===== config.mk =====
export PLATFORM = sky130hd
export DESIGN_NAME = clk_div_ratio_ctrl
export DESIGN_NICKNAME = d
export VERILOG_FILES = /design/src/rtl/clk_div_ratio_ctrl_pkg.sv /design/src/rtl/clk_div_ratio_rr_arb.sv /design/src/rtl/clk_div_ratio_ctrl.sv
export SDC_FILE = /design/constraint.sdc
export NUM_CORES = 1
export LEC_CHECK = 0
export BUFFER_PORTS_ARGS = -buffer_cell sky130_fd_sc_hd__buf_4
export CAP_MARGIN = 10
export CORE_MARGIN = 2
export CORE_UTILIZATION = 53
export CTS_BUF_LIST = sky130_fd_sc_hd__clkbuf_8
export DETAILED_ROUTE_END_ITERATION = 12
export PLACE_DENSITY = 0.79
export SLEW_MARGIN = 20
export SYNTH_ARGS = -nofsm -noshare
export SYNTH_HDL_FRONTEND = slang
export SYNTH_HIERARCHICAL = 1
export SYNTH_SLANG_ARGS = --single-unit
export TNS_END_PERCENT = 50

===== constraint.sdc =====
create_clock -name i_ref_clk -period 2.7 [get_ports i_ref_clk]
set_input_delay 0.27 -clock i_ref_clk [delete_from_list [all_inputs] [get_ports i_ref_clk]]
set_output_delay 0.27 -clock i_ref_clk [all_outputs]
set_load 0.02 [all_outputs]

===== src/rtl/clk_div_ratio_ctrl_pkg.sv =====
// -----------------------------------------------------------------------------
// clk_div_ratio_ctrl_pkg
// Shared types and helpers for the divide-ratio sequencing controller.
//   state_t      : controller FSM states (IDLE / DRAIN / SETTLE)
//   DEF_RATIO_W  : default width of a divide ratio
//   CNT_W        : drain/settle counter width (one bit wider than a ratio)
//   seq_len()    : drain/settle length for a ratio, 2*ratio with a floor of 2
// -----------------------------------------------------------------------------
package clk_div_ratio_ctrl_pkg;

  localparam int DEF_RATIO_W = 5;
  localparam int CNT_W       = DEF_RATIO_W + 1;

  typedef enum logic [1:0] {
    ST_IDLE   = 2'd0,
    ST_DRAIN  = 2'd1,
    ST_SETTLE = 2'd2
  } state_t;

  // Two divided-clock periods of the given ratio. Ratios 0 and 1 bypass the
  // divider, so two reference cycles are still allowed for the output to
  // become quiet.
  function automatic int seq_len(input int ratio);
    return (ratio < 2) ? 2 : 2 * ratio;
  endfunction

endpackage


===== src/rtl/clk_div_ratio_rr_arb.sv =====
// -----------------------------------------------------------------------------
// clk_div_ratio_rr_arb
// Two-way round-robin arbiter for ratio change requests.
// Ports:
//   clk    in   reference clock
//   rst_n  in   asynchronous active-low reset
//   en     in   arbitration allowed this cycle
//   valid  in   [1:0] request valids
//   grant  out  [1:0] one-hot grant (combinational)
// When both requesters are valid the pointer decides; after any grant the
// pointer moves to the requester that was not served.
// -----------------------------------------------------------------------------
module clk_div_ratio_rr_arb
  import clk_div_ratio_ctrl_pkg::*;
(
  input  logic       clk,
  input  logic       rst_n,
  input  logic       en,
  input  logic [1:0] valid,
  output logic [1:0] grant
);

  logic ptr;

  always_comb begin
    grant = 2'b00;
    if (en) begin
      case (valid)
        2'b01:   grant = 2'b01;
        2'b10:   grant = 2'b10;
        2'b11:   grant = ptr ? 2'b10 : 2'b01;
        default: grant = 2'b00;
      endcase
    end
  end

  always_ff @(posedge clk or negedge rst_n) begin
    if (!rst_n) begin
      ptr <= 1'b0;
    end else if (grant != 2'b00) begin
      // grant[0] set means requester 0 was served, so requester 1 is next.
      ptr <= grant[0];
    end
  end

endmodule


===== src/rtl/clk_div_ratio_ctrl.sv =====
// -----------------------------------------------------------------------------
// clk_div_ratio_ctrl
// Sequences divide-ratio changes for the configurable clock divider: grants
// one of two requesters, gates the divider enable while the old divided clock
// drains, applies the new ratio, then holds off until the new clock settles.
// Ports:
//   i_ref_clk                  reference clock (rising edge)
//   i_rst_n                    asynchronous active-low reset
//   i_req0_valid/_ratio        requester 0 change request
//   o_req0_ready               requester 0 handshake (Mealy, IDLE only)
//   i_req1_valid/_ratio        requester 1 change request
//   o_req1_ready               requester 1 handshake
//   o_div_ratio                ratio driven to the divider
//   o_clk_en                   divider enable
//   o_busy                     change sequence in progress
//   o_done                     one-cycle pulse: sequence finished / no-op
//   o_err                      one-cycle pulse: request rejected
// Build option: CLK_DIV_RATIO_CTRL_RANGE_CHECK_EN rejects ratios 0 and 1
// (o_err pulses); without it o_err stays 0 and every ratio is sequenced.
// -----------------------------------------------------------------------------
module clk_div_ratio_ctrl
  import clk_div_ratio_ctrl_pkg::*;
#(
  parameter int                 RATIO_W     = DEF_RATIO_W,
  parameter logic [RATIO_W-1:0] RESET_RATIO = RATIO_W'(8)
) (
  input  logic               i_ref_clk,
  input  logic               i_rst_n,
  input  logic               i_req0_valid,
  input  logic [RATIO_W-1:0] i_req0_ratio,
  output logic               o_req0_ready,
  input  logic               i_req1_valid,
  input  logic [RATIO_W-1:0] i_req1_ratio,
  output logic               o_req1_ready,
  output logic [RATIO_W-1:0] o_div_ratio,
  output logic               o_clk_en,
  output logic               o_busy,
  output logic               o_done,
  output logic               o_err
);

  localparam int CW = RATIO_W + 1;

  state_t             state, state_n;
  logic [CW-1:0]      cnt, cnt_n;
  logic [RATIO_W-1:0] new_ratio, new_ratio_n;
  logic [RATIO_W-1:0] div_ratio_n;
  logic               clk_en_n, busy_n, done_n, err_n;
  logic [1:0]         grant;
  logic [RATIO_W-1:0] gnt_ratio;
  logic               reject;
  logic               arb_en;

  // The done cycle is kept out of arbitration so the next grant lands in the
  // cycle after o_done.
  assign arb_en = (state == ST_IDLE) && !o_done;

  clk_div_ratio_rr_arb u_arb (
    .clk   (i_ref_clk),
    .rst_n (i_rst_n),
    .en    (arb_en),
    .valid ({i_req1_valid, i_req0_valid}),
    .grant (grant)
  );

  assign o_req0_ready = grant[0];
  assign o_req1_ready = grant[1];
  assign gnt_ratio    = grant[1] ? i_req1_ratio : i_req0_ratio;

`ifdef CLK_DIV_RATIO_CTRL_RANGE_CHECK_EN
  assign reject = (gnt_ratio < RATIO_W'(2));
`else
  assign reject = 1'b0;
`endif

  always_comb begin
    state_n     = state;
    cnt_n       = cnt;
    new_ratio_n = new_ratio;
    div_ratio_n = o_div_ratio;
    clk_en_n    = o_clk_en;
    busy_n      = o_busy;
    done_n      = 1'b0;
    err_n       = 1'b0;
    case (state)
      ST_IDLE: begin
        if (grant != 2'b00) begin
          new_ratio_n = gnt_ratio;
          if (reject) begin
            err_n = 1'b1;
          end else if (gnt_ratio == o_div_ratio) begin
            done_n = 1'b1;
          end else begin
            clk_en_n = 1'b0;
            busy_n   = 1'b1;
            cnt_n    = CW'(seq_len(int'(o_div_ratio)));
            state_n  = ST_DRAIN;
          end
        end
      end
      ST_DRAIN: begin
        // Count 1 at an edge marks the last drain cycle: swap the ratio and
        // re-enable on the same edge so the ratio never moves while enabled.
        if (cnt <= CW'(1)) begin
          div_ratio_n = new_ratio;
          clk_en_n    = 1'b1;
          cnt_n       = CW'(seq_len(int'(new_ratio)));
          state_n     = ST_SETTLE;
        end else begin
          cnt_n = cnt - CW'(1);
        end
      end
      ST_SETTLE: begin
        if (cnt <= CW'(1)) begin
          busy_n  = 1'b0;
          done_n  = 1'b1;
          cnt_n   = '0;
          state_n = ST_IDLE;
        end else begin
          cnt_n = cnt - CW'(1);
        end
      end
      default: begin
        state_n = ST_IDLE;
      end
    endcase
  end

  always_ff @(posedge i_ref_clk or negedge i_rst_n) begin
    if (!i_rst_n) begin
      state       <= ST_IDLE;
      cnt         <= '0;
      new_ratio   <= RESET_RATIO;
      o_div_ratio <= RESET_RATIO;
      o_clk_en    <= 1'b1;
      o_busy      <= 1'b0;
      o_done      <= 1'b0;
      o_err       <= 1'b0;
    end else begin
      state       <= state_n;
      cnt         <= cnt_n;
      new_ratio   <= new_ratio_n;
      o_div_ratio <= div_ratio_n;
      o_clk_en    <= clk_en_n;
      o_busy      <= busy_n;
      o_done      <= done_n;
      o_err       <= err_n;
    end
  end

endmodule

[Word level (Yosys, flattened, before mapping)]
Index checks and enable logic that the tools add are counted.
Word-level totals
  bits in registers: 22
  input port bits: 14
  output and inout port bits: 11
  logic and storage cells: 63
Operators by class
  add/sub/neg operators: 1
  order comparisons: 3
  equal/unequal tests: 10
  multiplexer cells: 28
  reduce and logical (&&, ||, !) cells: 13
Operators with widths (count)
  $mux 6: 6
  $pmux 6 s3: 1
  $mux 2: 6
  $pmux 2 s3: 2
  $reduce_and 4->1: 3
  $lt 5x2->1 const B: 2
  $mux 1: 9
  $eq 2x2->1 const B: 3
  $le 6x1->1 const B: 1
  $ne 2x2->1 const B: 3
  $pmux 1 s2: 3
  $reduce_bool 2->1: 3
  $sub 6x1->6 const B: 1
  $eq 5x5->1: 1
  $mux 5: 1
  $eq 2x1->1 const B: 2
  $reduce_and 2->1: 2
  $reduce_and 3->1: 1
  $reduce_bool 3->1: 1
  $logic_not 2->1: 1
  $ne 2x1->1 const B: 1
  $logic_and 1x1->1: 1
  $logic_not 1->1: 1

[Longest topological paths before layout]
Gate-level depths: netlist of the first run.
  depth after elaboration: 8
  gate-level depth with buffers: 13
  gate-level depth less buffers: 11

[By module]
The synthesis of the first run kept the hierarchy.
Modules (own cells, without submodules)
  clk_div_ratio_ctrl: instances 1, cells an instance 167, area an instance 1480.2 sq um, seq. area each 529.3 sq um
  clk_div_ratio_rr_arb: instances 1, cells an instance 8, area an instance 61.3 sq um, seq. area each 25.0 sq um

[Least setup slack after synthesis of the first run]
No wires, ideal clock.
  path kind: reg-to-reg
  start point: reg state[0]
  end point: reg cnt[0]
  setup time: 0.125 ns
  data arrival time: 3.020 ns
  data required time: 2.575 ns
  slack: -0.445 ns
  cell stages (with the launch flop): 14
  buffers on the path: 2
  clock period less this slack: 3.145 ns
  cells stage by stage: dfrtp_1 -> inv_1 -> ha_1 -> clkbuf_1 -> inv_1 -> nor2_1 -> nand2_1 -> a21oi_1 -> buf_2 -> mux2i_1 -> xor2_1 -> nand3_1 -> o21ai_2 -> mux2_2
Between the ends
  cells in the longest elaborated chain, start to end: 7
  elaborated cells on any way between the ends: 13
  those cells by class: 5 x eq/ne; 3 x mux; 5 x reduce/logical
Ends and longest elaborated chain
  start: declaration: RTL line clk_div_ratio_ctrl.sv:44  | state_t state, state_n;
  start signal: assignment: RTL line clk_div_ratio_ctrl.sv:140  | state <= state_n;
  $logic_not 2->1 *: RTL line clk_div_ratio_ctrl.sv:56  | assign arb_en = (state == ST_IDLE) && !o_done;
  $logic_and 1x1->1 *: RTL line clk_div_ratio_ctrl.sv:56
  net arb_en: RTL line clk_div_ratio_ctrl.sv:52  | logic arb_en;
  $mux 2 *: RTL line clk_div_ratio_rr_arb.sv:27  | if (en) begin
  net o_req1_ready: RTL line clk_div_ratio_ctrl.sv:34  | output logic o_req1_ready,
  $mux 5: RTL line clk_div_ratio_ctrl.sv:68  | assign gnt_ratio = grant[1] ? i_req1_ratio : i_req0_ratio;
  $eq 5x5->1: RTL line clk_div_ratio_ctrl.sv:91  | end else if (gnt_ratio == o_div_ratio) begin
  $ne 2x2->1 (no line)
  $reduce_and 3->1 (no line) *
  end signal: assignment: RTL line clk_div_ratio_ctrl.sv:141  | cnt <= cnt_n;
  end: declaration: RTL line clk_div_ratio_ctrl.sv:45  | logic [CW-1:0] cnt, cnt_n;
Mark *: on every way through the listed nets, which the timed path passes. The rest lies on a longest branch.
A chain may end at the register's enable or synchronous reset.

[Final worst setup path of the first run]
  start point: reg state[0]
  end point: reg cnt[0]
Between the ends
  cells in the longest elaborated chain, start to end: 7
  elaborated cells on any way between the ends: 13
  those cells by class: 5 x eq/ne; 3 x mux; 5 x reduce/logical
Ends and longest elaborated chain (RTL line)
  $logic_not 2->1 *: clk_div_ratio_ctrl.sv:56
  $logic_and 1x1->1 *: clk_div_ratio_ctrl.sv:56
  net arb_en: clk_div_ratio_ctrl.sv:52
  $mux 2 *: clk_div_ratio_rr_arb.sv:27
  $mux 5: clk_div_ratio_ctrl.sv:68
  $eq 5x5->1: clk_div_ratio_ctrl.sv:91
  $ne 2x2->1 (no line)
  $reduce_and 3->1 (no line) *
Marks and branches as above.

==> results of run 1 <==
-- worst min-delay path, cell delays in order --
cell,delay [ns]
sky130_fd_sc_hd__buf_4,0.11
sky130_fd_sc_hd__o22ai_1,0.10
sky130_fd_sc_hd__a21oi_1,0.06
-- flip-flops by register name (all words and copies together) (netlist names) --
| register | cells |
|---|---|
| new_ratio | 5 |
| cnt | 6 |
| state | 2 |
| u_arb/ptr | 1 |
| o_busy | 1 |
| o_done | 1 |
| o_clk_en | 1 |
| o_div_ratio | 5 |
-- area by class of cell --
class	instances	area, um2	area share, %
Inverter	13	48.8	2.46
Multi-Input combinational cell	131	935	47.1
Tap cell	31	38.8	1.95
Clock inverter	1	30.0	1.51
Timing Repair Buffer	43	338	17.0
Clock buffer	3	41.3	2.08
Sequential cell	22	554	27.9
-- logic make-up after synthesis --
logic type      share of synthesized area [%]
fa+ha+maj                                4.87
buf+inv                                  5.92
mux                                      6.82
simple gates                             18.8
compound gates                           24.5
other cells                             0.243
xor+xnor                                 2.84
flops                                    36.0
-- power groups by stage --
stage	clock [mW]	combinational, mW	sequential (mW)
final	0.313	1.96	0.680
after floorplan	0	1.23	0.680
after detailed placement	0	1.68	0.671
after global placement	0	1.62	0.661
after CTS	0.309	1.74	0.665
after global routing	0.326	2.11	0.698
-- cell usage after synthesis (all sizes together) --
master,n,area [um2]
a21oi,10,53.8
clkbuf,6,22.5
mux2,4,45.0
o2111ai,1,8.76
and3,1,6.26
nand2,12,45.0
dfstp,3,78.8
nor2,14,68.8
xnor2,3,26.3
o31ai,1,7.51
o211ai,2,15.0
nor2b,1,6.26
conb,1,3.75
o31a,2,18.8
a221o,1,10.0
ha,6,75.1
o21ai,18,93.8
nand3,4,20.0
o2bb2ai,2,17.5
a221oi,1,15.0
inv,13,48.8
nor3,5,25.0
a22o,1,8.76
nand4,3,18.8
nor4b,1,8.76
xor2,2,17.5
nand3b,6,45.0
nor4,2,12.5
dfrtp,19,475
or4,2,18.8
a211oi,2,15.0
o22ai,5,31.3
or2,2,15.0
o221ai,1,8.76
a211o,1,8.76
a32o,3,30.0
a31oi,3,18.8
mux2i,6,60.1
a311oi,1,8.76
o21a,1,7.51
buf,3,20.0
-- worst paths after layout --
| kind | from | endpoint | slack, ns |
|---|---|---|---|
| min | i_req1_ratio[3] | new_ratio[3] | 0.28 |
| max | state[0] | cnt[0] | 0.04 |
| min in group asynchronous | i_rst_n | o_done | 0.42 |
| min reg2reg | new_ratio[3] | o_div_ratio[3] | 0.52 |
| max reg2reg | state[0] | cnt[0] | 0.04 |
| max in group asynchronous | i_rst_n | o_div_ratio[3] | 2.00 |
-- through the flow --
step	setup slack [ns]	instances	hold slack, ns
floorplan	0.0114	175	-0.0256
global placement	0.141	225	0.169
detailed placement	-0.00640	225	0.174
CTS	0.0371	232	0.280
global route	-0.107	244	0.293
finish	0.0409	244	0.277
-- routing by layer --
layer / share of wire [%] / vias to the layer above / track usage [%]
met3: 7.7 / 6 / 3.35
li1: - / 724 / -
met1: 39 / 775 / 33.7
met2: 52 / 85 / 46.3
met4: 1.2 / 0 / 4.98
met5: 0 / - / 0
-- timing repair --
action | in CTS | in global routing
hold buffers | 1 | 0
resized for setup | 0 | 3
endpoints found under the hold margin | 19 | 0
buffers inserted | 2 | 12
endpoints found under the setup margin | 5 | 9
pin swaps | 0 | 4
==> load_flow_metrics.sql, run 1 <==
INSERT INTO impl_metrics (metric_group, metric, value, unit) VALUES
('die', 'chipWidth', '57.9', 'um'),
('clock_tree', 'tritoncts', 'done', ''),
('setup_path', 'crit_path_leading_delay_family', 'multiplexers', ''),
('min_path', 'whs_path_depth', '3', ''),
('global_routing', 'grt_first_pass_wirelength', '6.68', 'mm'),
('power', 'combinationalPowerShare', '66.3', '%'),
('placement', 'placedInstanceArea', '0.00178', 'mm2'),
('die', 'core.rowCount', '19', ''),
('die', 'die_footprint', '0.00336', 'mm2'),
('clock_tree', 'insertion_delay_of_the_later_clocked_pin_in_the_worst_skew_pair', '0.27', 'ns'),
('route', 'drt-total-wl', '4.44', 'mm'),
('run', 'cap_viol_max_count', '0', ''),
('setup_path', 'ff2ff_path_depth', '12', ''),
('synth', 'ys_seq_elements', '22', ''),
('route', 'wl_per_cell', '18.2', 'um'),
('clock_tree', 'clock_sinks', '22', ''),
('final_layout', 'drive_gt1_share', '30.0', '%'),
('sta', 'clock.fmax', '0.376', 'GHz'),
('global_routing', 'grt_max_degree', '23', ''),
('sta', 'number_of_endpoints_with_negative_hold_slack_in_the_final_report', '0', ''),
('global_routing', 'global_route.overflow_total', '0', ''),
('clock_tree', 'cts_inserted_buffers', '3', ''),
('global_routing', 'grt_pass1_vias', '1394', ''),
('setup_path', 'timing.critical_path.arrival', '2.82', 'ns'),
('sta', 'setup_total_negative_slack', '0', 'ns'),
('power', 'design_power_total', '2.95', 'mW'),
('setup_path', 'critical-path-max-stage-delay', '0.42', 'ns'),
('power', 'p_switching', '1.39', 'mW'),
('clock_tree', 'clock_tree.root_cell', 'sky130_fd_sc_hd__clkbuf_8', ''),
('final_layout', 'final_nets', '234', ''),
('final_layout', 'final_cell_mix', '41 x sky130_fd_sc_hd__buf_4, 19 x sky130_fd_sc_hd__dfrtp_1', ''),
('die', 'num_io_pins', '25', ''),
('route', 'avgViaCountPerCell', '6.52', ''),
('sta', 'period_minus_ws_final', '2.66', 'ns'),
('setup_path', 'critPathRequiredTime', '2.86', 'ns'),
('final_layout', 'fin_util', '72.0', '%'),
('sta', 'fin_skew', '0.00360', 'ns'),
('setup_path', 'worstPathCellList', 'inv_1, ha_1, inv_1, nor2_2, nand2_1, a21oi_4, buf_12, mux2i_1, xnor2_1, nand3_2, o21ai_4, mux2_2', ''),
('final_layout', 'final_area', '0.00199', 'mm2'),
('setup_path', 'critical_path_buf_inv_count', '3', ''),
('die', 'core', '0.00276', 'mm2'),
('route', 'first_iter_violations', '115', ''),
('min_path', 'hold_path_class', 'in -> reg', ''),
('power', 'netSwitchingFraction', '47.0', '%'),
('setup_path', 'timing_worst_setup_path_type', 'reg -> reg', ''),
('synth', 'synth.yosys.seq_area_share', '36.0', '%'),
('power', 'power_density', '1490', 'mW/mm2'),
('setup_path', 'critical_path.startpoint_type', 'register', ''),
('setup_path', 'worst_setup_ep_type', 'register', ''),
('setup_path', 'crit_cells', '12', ''),
('sta', 'slew_violations', '0', ''),
('synth', 'syn_avg_cell_area', '8.81', 'um2'),
('clock_tree', 'clkSlewWorstSetupHoldPaths', '0.08', 'ns'),
('placement', 'number_of_buffers_added_on_ports', '23', ''),
('route', 'count_of_vias_placed_by_the_detailed_router', '1590', ''),
('synth', 'netlist-cell-type-count', '50', ''),
('route', 'first_pass_iters', '4', ''),
('clock_tree', 'clock_path_buffers', '2', ''),
('power', 'pwr-share-seq', '23.0', '%'),
('final_layout', 'final.fill_count', '193', ''),
('sta', 'setup_violations', '0', ''),
('synth', 'synth.cell_area', '0.00154', 'mm2'),
('setup_path', 'critPathMaxFanout', '9', ''),
('final_layout', 'area_delta_synth_final', '28.8', '%'),
('placement', 'post-dp-hpwl', '3.00', 'mm'),
('power', 'clock_power_share', '10.6', '%'),
('die', 'height_of_the_chip', '57.9', 'um'),
('synth', 'number_of_nets_produced_by_synthesis', '195', ''),
('run_status', 'run_status', 'completed', ''),
('global_routing', 'groute.usage.overall', '25.8', '%'),
('final_layout', 'final_common_cell', 'sky130_fd_sc_hd__buf_4', '');
Power figures use the tool's default switching activity.
==> run 2, diff against run 1 <==
--- a/config.mk
+++ b/config.mk
@@ -12,6 +12,7 @@
 export CTS_BUF_LIST = sky130_fd_sc_hd__clkbuf_8
 export DETAILED_ROUTE_END_ITERATION = 12
 export PLACE_DENSITY = 0.79
+export SKIP_CTS_REPAIR_TIMING = 1
 export SLEW_MARGIN = 20
 export SYNTH_ARGS = -nofsm -noshare
 export SYNTH_HDL_FRONTEND = slang
==> constraint.sdc (replaced) <==
create_clock -name i_ref_clk -period 2.7 [get_ports i_ref_clk]
set_input_delay 0 -clock i_ref_clk [delete_from_list [all_inputs] [get_ports i_ref_clk]]
set_output_delay 0 -clock i_ref_clk [all_outputs]
set_load 0.02 [all_outputs]
==> run 2 against run 1 <==
Against the previous run: clock power decreased by 2%; sequential power about the same; sequential share of layout area up 0.11 points; combinational power about the same; cell count is the same; clock skew grew 0.0014 ns; fmax rose by 1.9%; worst hold slack lost 0.27 ns; setup slack better by 0.050 ns; die area did not move; routed wire length is 1.1% lower; core utilization fell by 0.27 points.
==> load_flow_metrics.sql, run 2 (synthesis gave the netlist of run 1 again) <==
INSERT INTO impl_metrics (metric_group, metric, value, unit) VALUES
('sta', 'min_period_over_period', '96.6', '%'),
('run_status', 'run_status', 'completed', ''),
('power', 'power_density', '1470', 'mW/mm2'),
('sta', 'period_minus_ws_final', '2.61', 'ns'),
('die', 'chipWidth', '57.9', 'um'),
('setup_path', 'timing_worst_setup_path_type', 'reg -> reg', ''),
('route', 'count_of_vias_placed_by_the_detailed_router', '1589', ''),
('final_layout', 'fin_util', '71.7', '%'),
('final_layout', 'final_cell_mix', '41 x sky130_fd_sc_hd__buf_4, 19 x sky130_fd_sc_hd__dfrtp_1, 12 x sky130_fd_sc_hd__inv_1, 12 x sky130_fd_sc_hd__nor2_1, 12 x sky130_fd_sc_hd__o21ai_0', ''),
('sta', 'clock.fmax', '0.383', 'GHz'),
('global_routing', 'global_route.overflow_total', '0', ''),
('final_layout', 'final-seq-area', '554', 'um2'),
('route', 'drcViolationCount', '0', ''),
('sta', 'final.hold.worst_slack', '0.00934', 'ns'),
('setup_path', 'critPathMaxFanout', '7', ''),
('placement', 'post-dp-hpwl', '3.00', 'mm'),
('final_layout', 'largest_registers', 'cnt (6), new_ratio (5), o_div_ratio (5)', ''),
('die', 'num_io_pins', '25', ''),
('route', 'antenna_left', '0', ''),
('setup_path', 'worst_setup_ep_type', 'register', ''),
('sta', 'setup_violations', '0', ''),
('global_routing', 'grt_pass1_vias', '1370', ''),
('final_layout', 'largest_register_ff_count', '6', ''),
('sta', 'slew_violations', '0', ''),
('setup_path', 'cpMostUsedCell', 'sky130_fd_sc_hd__inv_1', ''),
('final_layout', 'final_cells', '244', ''),
('placement', 'placedInstanceArea', '0.00178', 'mm2'),
('global_routing', 'grt_antenna_before_repair', '0', ''),
('sta', 'fin_skew', '0.00499', 'ns'),
('route', 'drt-total-wl', '4.39', 'mm'),
('sta', 'fin_ws', '0.0905', 'ns'),
('min_path', 'hold_path_class', 'in -> reg', ''),
('setup_path', 'critPathRequiredTime', '2.85', 'ns'),
('final_layout', 'drive_gt1_share', '30.0', '%'),
('placement', 'pre_cts_ws', '-0.00640', 'ns'),
('clock_tree', 'clock_path_buffers', '2', ''),
('clock_tree', 'clkSlewWorstSetupHoldPaths', '0.08', 'ns'),
('global_routing', 'grt_first_pass_wirelength', '6.63', 'mm'),
('setup_path', 'timing.critical_path.arrival', '2.76', 'ns'),
('final_layout', 'final_area', '0.00198', 'mm2'),
('setup_path', 'worstPathCellList', 'inv_1, ha_1, inv_1, nor2_4, nand2_2, a21oi_4, mux2i_1, xor2_1, nand3_2, o21ai_4, mux2_2', ''),
('die', 'initial_utilization', '55.9', '%'),
('clock_tree', 'htree_num_levels', '1', ''),
('setup_path', 'library_cell_contributing_the_largest_single_delay_on_the_critical_path', 'sky130_fd_sc_hd__dfrtp_1', ''),
('clock_tree', 'clock_tree.root_cell', 'sky130_fd_sc_hd__clkbuf_8', ''),
('die', 'die_footprint', '0.00336', 'mm2'),
('clock_tree', 'tritoncts', 'done', ''),
('route', 'wl_per_cell', '18.0', 'um'),
('die', 'core.rowCount', '19', ''),
('final_layout', 'multiInputGateArea', '947', 'um2'),
('power', 'design_power_total', '2.92', 'mW'),
('power', 'vdd.ir_drop.worst', '1160', 'uV'),
('final_layout', 'final.fill_count', '189', ''),
('placement', 'placer_congestion', '0.886', ''),
('setup_path', 'critical_path.startpoint_type', 'register', ''),
('route', 'avgViaCountPerCell', '6.51', ''),
('die', 'core', '0.00276', 'mm2'),
('route', 'first_iter_violations', '99', ''),
('power', 'static-leakage-power', '0.858', 'nW'),
('run', 'cap_viol_max_count', '0', ''),
('placement', 'number_of_buffers_added_on_ports', '23', ''),
('die', 'height_of_the_chip', '57.9', 'um'),
('final_layout', 'area_delta_synth_final', '28.3', '%'),
('final_layout', 'final_nets', '234', ''),
('global_routing', 'groute.usage.overall', '25.7', '%'),
('clock_tree', 'cts_inserted_buffers', '3', ''),
('clock_tree', 'clock_sinks', '22', ''),
('sta', 'setup_total_negative_slack', '0', 'ns'),
('global_routing', 'grt_max_degree', '23', ''),
('sta', 'number_of_endpoints_with_negative_hold_slack_in_the_final_report', '0', ''),
('setup_path', 'critical-path-max-stage-delay', '0.41', 'ns'),
('route', 'first_pass_iters', '4', ''),
('clock_tree', 'insertion_delay_of_the_later_clocked_pin_in_the_worst_skew_pair', '0.27', 'ns'),
('final_layout', 'num_antenna_cells', '0', ''),
('final_layout', 'regMostFlops', 'cnt', ''),
('final_layout', 'final_common_cell', 'sky130_fd_sc_hd__buf_4', ''),
('placement', 'post-place-cells', '225', '');
## run 2: cell type report
cell class              count  share of cell area [%]
repair buffers             42                    16.1
well taps                  31                    1.96
clock inverters             1                    1.52
inverters                  13                    2.47
clock buffers               3                    2.09
flip-flops and latches     22                    28.0
multi-input cells         132                    47.9
## run 2: final timing paths
check | startpoint | end | slack [ns] | cells past startpoint
min reg2reg | new_ratio[3] | o_div_ratio[3] | 0.52 | 2
max reg2reg | state[0] | cnt[0] | 0.09 | 11
min | i_req1_ratio[3] | new_ratio[3] | 0.009 | 3
min in group asynchronous | i_rst_n | o_done | 0.16 | 2
max | state[0] | cnt[0] | 0.09 | 11
max in group asynchronous | i_rst_n | new_ratio[3] | 2.26 | 2
## run 2: per-layer routing
metal  GRT usage [%]  part of all wire, %  vias up
met2            44.5                   52       89
met4            5.32                  1.0        0
met1            34.4                   39      771
met5               0                    0        -
met3            3.57                  8.2        7
li1                -                    -      722
## run 2: power by group
part / internal, mW / switching, mW
Sequential: 0.498 / 0.180
Clock: 0.198 / 0.109
Combinational: 0.839 / 1.09
Total: 1.53 / 1.38
## run 2: critical path, delay by kind of cell, from the launching register on
kind	cells	cell delay [ns]
muxes	2	0.62
adders and majority gates	1	0.19
and+or+nand+nor	3	0.39
AOI/OAI and AO/OA	2	0.50
DFF	1	0.41
xor gates and xnor gates	1	0.19
buffers and inverters	2	0.19
==> run 3, diff against run 2 <==
--- a/config.mk
+++ b/config.mk
@@ -8,10 +8,11 @@
 export BUFFER_PORTS_ARGS = -buffer_cell sky130_fd_sc_hd__buf_4
 export CAP_MARGIN = 10
 export CORE_MARGIN = 2
-export CORE_UTILIZATION = 53
+export CORE_UTILIZATION = 55
 export CTS_BUF_LIST = sky130_fd_sc_hd__clkbuf_8
 export DETAILED_ROUTE_END_ITERATION = 12
-export PLACE_DENSITY = 0.79
+export PLACE_DENSITY = 0.78
+export RECOVER_POWER = 100
 export SKIP_CTS_REPAIR_TIMING = 1
 export SLEW_MARGIN = 20
 export SYNTH_ARGS = -nofsm -noshare
==> constraint.sdc (replaced) <==
create_clock -name i_ref_clk -period 3.1 [get_ports i_ref_clk]
set_input_delay 0 -clock i_ref_clk [delete_from_list [all_inputs] [get_ports i_ref_clk]]
set_output_delay 0 -clock i_ref_clk [all_outputs]
set_load 0.02 [all_outputs]
==> run 3 against run 2 <==
Against the previous run: final area shrank 8.9%; non-clock buffer count is 15 lower; worst hold slack worse by 0.0039 ns; setup slack better by 0.12 ns; clock skew increased by 0.00077 ns; clock power shrank 12%; via count fell by 7.7%; first-iteration DRC count is 42% lower; register-to-register slack better by 0.12 ns; clock-buffer cell count stayed put; die area decreased by 3.4%; largest cell class unchanged; largest power group unchanged; highest routed layer unchanged.
==> load_flow_metrics.sql, run 3 (synthesis gave the netlist of run 1 again) <==
INSERT INTO impl_metrics (metric_group, metric, value, unit) VALUES
('power', 'design_power_total', '2.25', 'mW'),
('global_routing', 'groute.usage.overall', '26.4', '%'),
('die', 'initial_utilization', '56.9', '%'),
('route', 'avgViaCountPerCell', '6.43', ''),
('setup_path', 'critPathRequiredTime', '3.26', 'ns'),
('final_layout', 'num_antenna_cells', '0', ''),
('sta', 'timing.max_slew.rel_slack', '19.0', '%'),
('min_path', 'worstHoldEndpoint', 'new_ratio[3]', ''),
('clock_tree', 'cts_inserted_buffers', '3', ''),
('route', 'count_of_vias_placed_by_the_detailed_router', '1467', ''),
('setup_path', 'worst_r2r_dst', 'cnt[0]', ''),
('clock_tree', 'insertion_delay_of_the_later_clocked_pin_in_the_worst_skew_pair', '0.27', 'ns'),
('placement', 'post-dp-hpwl', '2.88', 'mm'),
('route', 'first_pass_iters', '4', ''),
('power', 'static-leakage-power', '0.752', 'nW'),
('setup_path', 'critical_path.startpoint_type', 'register', ''),
('placement', 'number_of_buffers_added_on_ports', '23', ''),
('setup_path', 'reg2reg_slack', '0.21', 'ns'),
('clock_tree', 'tritoncts', 'done', ''),
('sta', 'setup_violations', '0', ''),
('final_layout', 'largest_register_ff_count', '6', ''),
('global_routing', 'grt_first_pass_wirelength', '6.68', 'mm'),
('sta', 'clock.fmax', '0.346', 'GHz'),
('route', 'antenna_left', '0', ''),
('sta', 'slew_violations', '0', ''),
('sta', 'number_of_endpoints_with_negative_hold_slack_in_the_final_report', '0', ''),
('clock_tree', 'clock_tree.root_cell', 'sky130_fd_sc_hd__clkbuf_8', ''),
('global_routing', 'grt_max_degree', '23', ''),
('final_layout', 'final_nets', '218', ''),
('min_path', 'hold_path_class', 'in -> reg', ''),
('final_layout', 'final_cell_mix', '19 x sky130_fd_sc_hd__dfrtp_1, 19 x sky130_fd_sc_hd__buf_4, 13 x sky130_fd_sc_hd__inv_1, 13 x sky130_fd_sc_hd__nor2_1', ''),
('final_layout', 'largest_registers', 'cnt (6), new_ratio (5), o_div_ratio (5)', ''),
('die', 'num_io_pins', '25', ''),
('die', 'height_of_the_chip', '56.9', 'um'),
('setup_path', 'worst_setup_ep_type', 'register', ''),
('placement', 'placedInstanceArea', '0.00174', 'mm2'),
('final_layout', 'final_area', '0.00180', 'mm2'),
('route', 'first_iter_violations', '57', ''),
('sta', 'min_period_over_period', '93.2', '%'),
('final_layout', 'regMostFlops', 'cnt', ''),
('sta', 'setup_total_negative_slack', '0', 'ns'),
('min_path', 'hold_start', 'i_req1_ratio[3]', ''),
('route', 'wl_per_cell', '16.7', 'um'),
('clock_tree', 'clock_path_buffers', '2', ''),
('die', 'core', '0.00271', 'mm2'),
('final_layout', 'area_delta_synth_final', '17.0', '%'),
('final_layout', 'fin_util', '66.5', '%'),
('final_layout', 'drive_gt1_share', '16.2', '%'),
('clock_tree', 'clock_sinks', '22', ''),
('sta', 'worst-slew-pin-transition', '1.22', 'ns'),
('die', 'die_footprint', '0.00324', 'mm2'),
('placement', 'placer_congestion', '0.884', ''),
('global_routing', 'grt_antenna_before_repair', '0', ''),
('power', 'vdd.ir_drop.worst', '1050', 'uV'),
('route', 'drcViolationCount', '0', ''),
('power', 'power_density', '1250', 'mW/mm2'),
('run', 'cap_viol_max_count', '0', ''),
('global_routing', 'global_route.overflow_total', '0', ''),
('route', 'drt-total-wl', '3.80', 'mm'),
('setup_path', 'critPathMaxFanout', '10', ''),
('setup_path', 'rr_startpoint', 'state[0]', ''),
('die', 'core.rowCount', '19', ''),
('die', 'chipWidth', '56.9', 'um'),
('sta', 'fin_skew', '0.00575', 'ns'),
('min_path', 'whs_path_depth', '3', ''),
('setup_path', 'ff2ff_path_depth', '11', ''),
('setup_path', 'timing_worst_setup_path_type', 'reg -> reg', ''),
('run_status', 'run_status', 'completed', ''),
('clock_tree', 'htree_num_levels', '1', ''),
('setup_path', 'timing.critical_path.arrival', '3.05', 'ns'),
('global_routing', 'grt_pass1_vias', '1381', ''),
('sta', 'period_minus_ws_final', '2.89', 'ns'),
('clock_tree', 'clkSlewWorstSetupHoldPaths', '0.08', 'ns');
-- run 3: power breakdown --
part	total, mW	internal [mW]	switching (mW)	leakage (nW)
combinational	1.39	0.556	0.836	0.450
clock	0.271	0.173	0.0979	0.0357
sequential	0.583	0.430	0.153	0.266
-- run 3: worst max path at each step --
stage,from,endpoint,cells past startpoint
4_1_cts,state[0],cnt[0],11
3_5_place_dp,state[0],cnt[0],11
2_1_floorplan,state[0],cnt[0],13
5_1_grt,state[0],cnt[0],11
6_report,state[0],cnt[0],11
3_3_place_gp,state[0],cnt[0],11
-- run 3: layout make-up --
class	count	area, um2
clock buffers	3	41.3
multi-input cells	131	911
clock inverters	1	30.0
repair buffers	27	179
inverters	13	48.8
well taps	31	38.8
flip-flops and latches	22	554
fillers	233	907
-- run 3: per-layer routing --
layer / up-vias / GRT usage [%] / share of wire (%)
met3: 11 / 3.85 / 4.9
li1: 689 / - / -
met2: 48 / 40.6 / 49
met4: 0 / 13.3 / 2.8
met5: - / 0 / 0
met1: 719 / 36.6 / 44
-- run 3: stage by stage --
stage,worst slack [ns],hold WS [ns],instances
final,0.209,0.00548,228
after global routing,-0.00101,0.0348,228
after CTS,0.121,-0.392,227
after detailed placement,0.153,-0.0992,223
after global placement,0.292,-0.100,223
after floorplan,0.107,-0.296,175
-- run 3: worst max-delay path, cell delays in order, from the launching register on --
cell and delay, ns:
sky130_fd_sc_hd__dfrtp_1 0.43, sky130_fd_sc_hd__inv_1 0.10, sky130_fd_sc_hd__ha_1 0.17, sky130_fd_sc_hd__inv_1 0.07, sky130_fd_sc_hd__nor2_1 0.17, sky130_fd_sc_hd__nand2_1 0.12, sky130_fd_sc_hd__a21oi_4 0.30, sky130_fd_sc_hd__mux2i_1 0.26
sky130_fd_sc_hd__xor2_1 0.23, sky130_fd_sc_hd__nand3_1 0.29, sky130_fd_sc_hd__o21ai_4 0.29, sky130_fd_sc_hd__mux2_2 0.36
